### src/rtl/tour_pkg.sv
// Shared types and constants for the knight's-tour command replayer.
// Headings, opcodes, move bit positions and the replay FSM states.
package tour_pkg;

  typedef enum logic [2:0] {
    IDLE,
    VERT,
    HOLDV,
    HORZ,
    HOLDH
  } state_t;

  localparam logic [7:0] HEAD_N = 8'h00;
  localparam logic [7:0] HEAD_W = 8'h3F;
  localparam logic [7:0] HEAD_S = 8'h7F;
  localparam logic [7:0] HEAD_E = 8'hBF;

  localparam logic [3:0] OP_MOVE         = 4'b0010;
  localparam logic [3:0] OP_MOVE_FANFARE = 4'b0011;

  // Bit positions of the one-hot move, named (dx,dy)
  localparam int MV_M1P2 = 0;
  localparam int MV_P1P2 = 1;
  localparam int MV_M2P1 = 2;
  localparam int MV_M2M1 = 3;
  localparam int MV_M1M2 = 4;
  localparam int MV_P1M2 = 5;
  localparam int MV_P2M1 = 6;
  localparam int MV_P2P1 = 7;

  localparam logic [4:0] LAST_MV   = 5'd23;
  localparam logic [7:0] RESP_IDLE = 8'hA5;
  localparam logic [7:0] RESP_BUSY = 8'h5A;

endpackage

### src/rtl/tour_cmd_if.sv
// Command path between UART wrapper, tour replayer and command processor.
// master = tour_cmd side, slave = the surrounding UART/cmd-processor side.
interface tour_cmd_if;
  import tour_pkg::*;

  logic [15:0] cmd_UART;
  logic        cmd_rdy_UART;
  logic        clr_cmd_rdy_UART;
  logic [15:0] cmd;
  logic        cmd_rdy;
  logic        clr_cmd_rdy;
  logic        send_resp;
  logic [7:0]  resp;

  modport master (
    input  cmd_UART,
    input  cmd_rdy_UART,
    output clr_cmd_rdy_UART,
    output cmd,
    output cmd_rdy,
    input  clr_cmd_rdy,
    input  send_resp,
    output resp
  );

  modport slave (
    output cmd_UART,
    output cmd_rdy_UART,
    input  clr_cmd_rdy_UART,
    input  cmd,
    input  cmd_rdy,
    output clr_cmd_rdy,
    output send_resp,
    input  resp
  );

endinterface

### src/rtl/tour_move_decode.sv
// Splits a solver move into vertical and horizontal (heading, squares).
// Prioritised so that non-one-hot values still decode deterministically.
module tour_move_decode
  import tour_pkg::*;
(
  input  logic [7:0] move,
  output logic [7:0] v_head,
  output logic [3:0] v_sq,
  output logic [7:0] h_head,
  output logic [3:0] h_sq
);

  always_comb begin
    v_head = HEAD_S;
    v_sq   = 4'd2;
    priority case (1'b1)
      move[MV_M1P2] | move[MV_P1P2]: begin
        v_head = HEAD_N;
        v_sq   = 4'd2;
      end
      move[MV_M2P1] | move[MV_P2P1]: begin
        v_head = HEAD_N;
        v_sq   = 4'd1;
      end
      move[MV_M2M1] | move[MV_P2M1]: begin
        v_head = HEAD_S;
        v_sq   = 4'd1;
      end
      default: begin
        v_head = HEAD_S;
        v_sq   = 4'd2;
      end
    endcase
  end

  always_comb begin
    h_head = HEAD_W;
    h_sq   = 4'd2;
    priority case (1'b1)
      move[MV_P2M1] | move[MV_P2P1]: begin
        h_head = HEAD_E;
        h_sq   = 4'd2;
      end
      move[MV_P1P2] | move[MV_P1M2]: begin
        h_head = HEAD_E;
        h_sq   = 4'd1;
      end
      move[MV_M1P2] | move[MV_M1M2]: begin
        h_head = HEAD_W;
        h_sq   = 4'd1;
      end
      default: begin
        h_head = HEAD_W;
        h_sq   = 4'd2;
      end
    endcase
  end

endmodule

### src/rtl/tour_cmd.sv
// Muxes UART commands to the command processor, or replays a solved
// knight's tour as a vertical then a horizontal move per solver step.
module tour_cmd
  import tour_pkg::*;
(
  input  logic       clk,
  input  logic       rst_n,
  input  logic       start_tour,
  input  logic [7:0] move,
  output logic [4:0] mv_indx,
  tour_cmd_if.master bus
);

  state_t     state_q;
  logic [4:0] mv_indx_q;
  logic [7:0] v_head, h_head;
  logic [3:0] v_sq, h_sq;

  tour_move_decode u_dec (
    .move   (move),
    .v_head (v_head),
    .v_sq   (v_sq),
    .h_head (h_head),
    .h_sq   (h_sq)
  );

  always_ff @(posedge clk or negedge rst_n) begin
    if (!rst_n) begin
      state_q   <= IDLE;
      mv_indx_q <= '0;
    end else begin
      unique case (state_q)
        IDLE: if (start_tour) begin
          mv_indx_q <= '0;
          state_q   <= VERT;
        end
        VERT:  if (bus.clr_cmd_rdy) state_q <= HOLDV;
        HOLDV: if (bus.send_resp)   state_q <= HORZ;
        HORZ:  if (bus.clr_cmd_rdy) state_q <= HOLDH;
        HOLDH: if (bus.send_resp) begin
          if (mv_indx_q == LAST_MV) begin
            state_q <= IDLE;
          end else begin
            mv_indx_q <= mv_indx_q + 5'd1;
            state_q   <= VERT;
          end
        end
        default: state_q <= IDLE;
      endcase
    end
  end

  assign mv_indx = mv_indx_q;

  always_comb begin
    bus.cmd              = {OP_MOVE, v_head, v_sq};
    bus.cmd_rdy          = 1'b0;
    bus.clr_cmd_rdy_UART = 1'b0;
    bus.resp             = RESP_BUSY;
    unique case (state_q)
      IDLE: begin
        bus.cmd              = bus.cmd_UART;
        bus.cmd_rdy          = bus.cmd_rdy_UART;
        bus.clr_cmd_rdy_UART = bus.clr_cmd_rdy;
        bus.resp             = RESP_IDLE;
      end
      VERT: bus.cmd_rdy = 1'b1;
      HOLDV: ;
      HORZ: begin
        bus.cmd     = {OP_MOVE_FANFARE, h_head, h_sq};
        bus.cmd_rdy = 1'b1;
      end
      HOLDH: begin
        bus.cmd = {OP_MOVE_FANFARE, h_head, h_sq};
        // Last step hands control back to the UART in this same cycle
        if (bus.send_resp && mv_indx_q == LAST_MV)
          bus.resp = RESP_IDLE;
      end
      default: ;
    endcase
  end

endmodule

### src/flat_wrapper.sv
// flat-port wrapper written by rule: the top's interface ports become plain ports
module tour_cmd_flat import tour_pkg::*;
  (clk, rst_n, start_tour, move, mv_indx, bus_cmd_UART, bus_cmd_rdy_UART, bus_clr_cmd_rdy_UART, bus_cmd, bus_cmd_rdy, bus_clr_cmd_rdy, bus_send_resp, bus_resp);
  tour_cmd_if bus_i ();
  input  logic clk;
  input  logic rst_n;
  input  logic start_tour;
  input  logic [7:0] move;
  output logic [4:0] mv_indx;
  input wire logic [$bits(bus_i.cmd_UART)-1:0] bus_cmd_UART;
  input wire logic [$bits(bus_i.cmd_rdy_UART)-1:0] bus_cmd_rdy_UART;
  output wire logic [$bits(bus_i.clr_cmd_rdy_UART)-1:0] bus_clr_cmd_rdy_UART;
  output wire logic [$bits(bus_i.cmd)-1:0] bus_cmd;
  output wire logic [$bits(bus_i.cmd_rdy)-1:0] bus_cmd_rdy;
  input wire logic [$bits(bus_i.clr_cmd_rdy)-1:0] bus_clr_cmd_rdy;
  input wire logic [$bits(bus_i.send_resp)-1:0] bus_send_resp;
  output wire logic [$bits(bus_i.resp)-1:0] bus_resp;
  assign bus_i.cmd_UART = bus_cmd_UART;
  assign bus_i.cmd_rdy_UART = bus_cmd_rdy_UART;
  assign bus_clr_cmd_rdy_UART = bus_i.clr_cmd_rdy_UART;
  assign bus_cmd = bus_i.cmd;
  assign bus_cmd_rdy = bus_i.cmd_rdy;
  assign bus_i.clr_cmd_rdy = bus_clr_cmd_rdy;
  assign bus_i.send_resp = bus_send_resp;
  assign bus_resp = bus_i.resp;
  tour_cmd u_core (.clk(clk), .rst_n(rst_n), .start_tour(start_tour), .move(move), .mv_indx(mv_indx), .bus(bus_i));
endmodule
### config.mk
export PLATFORM = sky130hd
export DESIGN_NAME = tour_cmd_flat
export DESIGN_NICKNAME = d
export VERILOG_FILES = /design/src/rtl/tour_pkg.sv /design/src/rtl/tour_cmd_if.sv /design/src/rtl/tour_move_decode.sv /design/src/rtl/tour_cmd.sv /design/src/flat_wrapper.sv
export SDC_FILE = /design/constraint.sdc
export NUM_CORES = 1
export LEC_CHECK = 0
export ABC_AREA = 1
export CAP_MARGIN = 10
export CORE_MARGIN = 3
export CORE_UTILIZATION = 39
export CTS_BUF_LIST = sky130_fd_sc_hd__clkbuf_4 sky130_fd_sc_hd__clkbuf_8
export DETAILED_ROUTE_END_ITERATION = 16
export HOLD_SLACK_MARGIN = 0.12
export PLACE_DENSITY = 0.95
export SLEW_MARGIN = 20
export SYNTH_ARGS = -nofsm -noshare
export SYNTH_HDL_FRONTEND = slang
export SYNTH_SLANG_ARGS = --single-unit
### constraint.sdc
create_clock -name clk -period 4.12 [get_ports clk]
set_input_delay 1.236 -clock clk [delete_from_list [all_inputs] [get_ports clk]]
set_output_delay 1.236 -clock clk [all_outputs]
set_load 0.02 [all_outputs]
==> summary.md <==
| Metric | Value |
|---|---|
| Status | `finished, final reports clean` |
| Die X | `53.5 um` |
| M3 GR Usage | `4.23%` |
| CP Capture Type | `output port` |
| Via count | `around 1100` |
| Worst-path cell chain | `clkdlybuf4s50_1, nor2_2, buf_4, nand3_4, nand2_1, clkdlybuf4s50_1` |
| Max stage delay on crit path | `0.61 ns` |
| Pre-CTS setup slack | `0.0127 ns` |
| Startpoint Class | `input pin` |
| EDFF count, synth | `0` |
| Most common cell after layout, fill and taps aside | `clkdlybuf4s50_1` |
| Starting Density | `a little over two fifths` |
| Worst skew pair latency | `between 0.2 and 0.3 ns` |
| Die height | `53.5 um` |
| LEAKAGE | `roughly 0.77 nW` |
| Unique masters post-synth | `20` |
| Htree depth | `1` |
| DPL Wire Length | `2480 um` |
| CTS clk-pin slew, worst paths | `0.05 ns` |
| Post-synthesis sequential area ratio | `22.8%` |
| Clock Path Buffers | `2` |
| Synth Area in Compound Gates | `under 10%` |
| Share of cells above drive strength 1 | `between 10 and 15%` |
| Unrepaired setup endpoints after global routing | `no` |
| First-pass iteration count of the detailed router | `4` |
| Grt peak-use layer | `met2` |
| Largest net degree at the start of global routing | `14` |
| Most frequent CP cell | `clkdlybuf4s50_1` |
| Setup CP Type | `in2out` |
| Final hold vios | `0` |
| Setup TNS | `0 ns` |
| Avg Vias per Cell | `4.69` |
| R2R depth | `8` |
| Drt total wl | `2850 um` |
| R2R Setup Slk | `2.63 ns` |
| First-pass GRT wire length | `~4600 um` |
| Initial antenna violation count | `0` |
| Hold Buf Count CTS | `0` |
| Reg2reg start | `u_core.state_q[0]$_DFFE_PN0P_` |
| FF-to-FF End | `u_core.mv_indx[1]$_DFFE_PN0P_` |
| Met1 usage | `a little under a quarter` |
| DR DRC count | `0` |
| Slew headroom | `~77%` |
| Final setup margin | `0.0684 ns` |
| Sink of the worst hold path | `u_core.mv_indx[4]$_DFFE_PN0P_` |
| Buf+Inv Stages, Crit Path | `3` |
| Final Wtd Congestion | `0.899` |
| Slew Limit Fails | `0` |
| ANT nets after route | `0` |
| Fin nets | `242` |
| VDD IR max | `0.000478 V` |
| Ys Warns | `0` |
| Combinational family with the most area after synthesis | `simple AND/OR/NAND/NOR gates` |
| Worst Hold Launch | `u_core.mv_indx[4]$_DFFE_PN0P_` |
| Post-Syn Instances | `152` |
| Post-synthesis xor/xnor area fraction | `0%` |
| DR iter-0 viols | `14` |
| Multiplexer share of the synthesized area | `0%` |
| Power density cells | `779 mW/mm^2` |
| Vias in the first global route | `1077` |
| Commonest non-fill, non-tap cells in the layout | `clkdlybuf4s50_1, nand2_1, inv_1, nor2_1, nand3_1` |
| Minimum clock period | `4.05 ns` |
| Critical Path RT | `~2.9 ns` |
| Post-Synth Adder-Cell Area | `under 10%` |
| Row cnt | `16` |
| GR Util All Layers | `between 20 and 25%` |
| Period utilization | `98.3%` |
| Drt wl/cell | `roughly 12 um` |
| Max FO, Critical Path | `7` |
| Synth Flop Type | `dfrtp_1` |
| GRT Residual Overflow | `0` |
| Port Buf Inserts | `60` |
| Least-Margin Pin Slew | `about 0.34 ns` |
| Fmax | `0.247 GHz` |
| Largest delay share family, worst path | `buffers and inverters` |
| Syn Area/Cell | `5.78 um^2` |
| Post CTS Setup Buffer Count | `0` |
| Hold Crit Class | `reg2reg` |
| CTS tree | `built` |
| Post-synthesis cell area | `878 um^2` |
| Arr. time, crit path | `2.82 ns` |
| Max Cap Viol | `0` |
| Area grow syn2layout | `70.7%` |
| CTS Buf Count | `3` |
| # IOs | `just over 60` |
| Met2 GRT Util | `between 40% and 50%` |
| Tot Pwr | `~1.2 mW` |
| CP max stage cell | `clkdlybuf4s50_1` |
| Die area | `between 0.002 and 0.003 mm^2` |
| Area of the core | `between 0.002 and 0.0025 mm^2` |
| Synth async-reset ratio | `100%` |
| Antenna Cells | `0` |
| Syn_nets | `183` |
| Simple-gate share of the synthesized area | `53.6%` |
| Clock skew | `approximately 0.0024 ns` |
| # resized after CTS | `0` |
| Clock Tree Root | `clkbuf_4` |
| Flops & latches, synth | `8` |
| Final setup viols | `0` |
| Hold depth | `2` |
| CTS Sinks | `8` |
-- registers in the layout, summed over array words and instances, names as in the netlist --
register        cells
u_core.mv_indx      5
u_core.state_q      3
-- cells in the mapped netlist, types with 3 or more instances --
library cell / instances / area [um^2]
nor2_1: 21 / 78.8
dfrtp_1: 8 / 200
nor2_4: 3 / 33.8
nand2_1: 57 / 214
nand3_1: 10 / 50.1
buf_4: 6 / 45.0
nand2_2: 4 / 25.0
o21ai_0: 3 / 15.0
a21oi_1: 7 / 35.0
inv_1: 19 / 71.3
-- per-stage QoR --
stage	instance area, um^2	hold WS (ns)	utilization (%)	std cells
2_1_floorplan	878	0.547	-	152
3_3_place_gp	1470	0.506	71.8	233
3_5_place_dp	1470	0.508	71.8	233
4_1_cts	1490	0.519	72.9	236
5_1_grt	1500	0.561	73.4	236
6_report	1500	0.511	73.4	236
-- how the worst max path moves through the flow --
stage,cells after the start,slack (ns),end,from
final,6,0.07,bus_cmd[7],move[1]
after floorplan,5,0.27,bus_resp[2],bus_send_resp
after global routing,6,0.003,bus_cmd[7],move[1]
after detailed placement,7,0.01,bus_cmd[1],move[7]
after CTS,7,0.008,bus_cmd[1],move[7]
after global placement,6,0.11,bus_cmd[5],move[1]
-- worst reg2reg max path, cell delays in order, from the launching register on --
cell and delay [ns]:
dfrtp_1 0.43, inv_1 0.14, nand2_2 0.09, nor2_4 0.29
inv_2 0.13, nand2_1 0.10, nand2_2 0.08, nand2_1 0.07
nand2_1 0.05
-- cell families (layout without fill, tap and decap cells) --
family,after synthesis,in the layout
adders and majority gates,1,1
DFF,8,8
buffers and inverters,29,86
AOI/OAI and AO/OA,11,11
and+or+nand+nor,103,103
-- per-layer routing --
metal | vias to the layer above | wire length [um] | part of all wire, %
met4 | 0 | 30 | 1.1
met5 | - | 0 | 0
met2 | 48 | 1520 | 53
met3 | 4 | 261 | 9.2
li1 | 573 | - | -
met1 | 482 | 1040 | 37
-- where the power goes --
part	total, mW	internal, mW	switching, mW	leakage [nW]
clock network	0.0552	0.0330	0.0221	0.0138
registers	0.128	0.0973	0.0309	0.108
logic	0.984	0.423	0.561	0.647
total	1.17	0.554	0.614	0.768
-- layout make-up --
class                           count  area (um^2)
Timing Repair Buffer               62          621
Multi-Input combinational cell    115          543
Fill cell                         165          543
Sequential cell                     8          200
Inverter                           21         78.8
Tap cell                           27         33.8
Clock buffer                        3         22.5
Power figures use the tool's default switching activity.
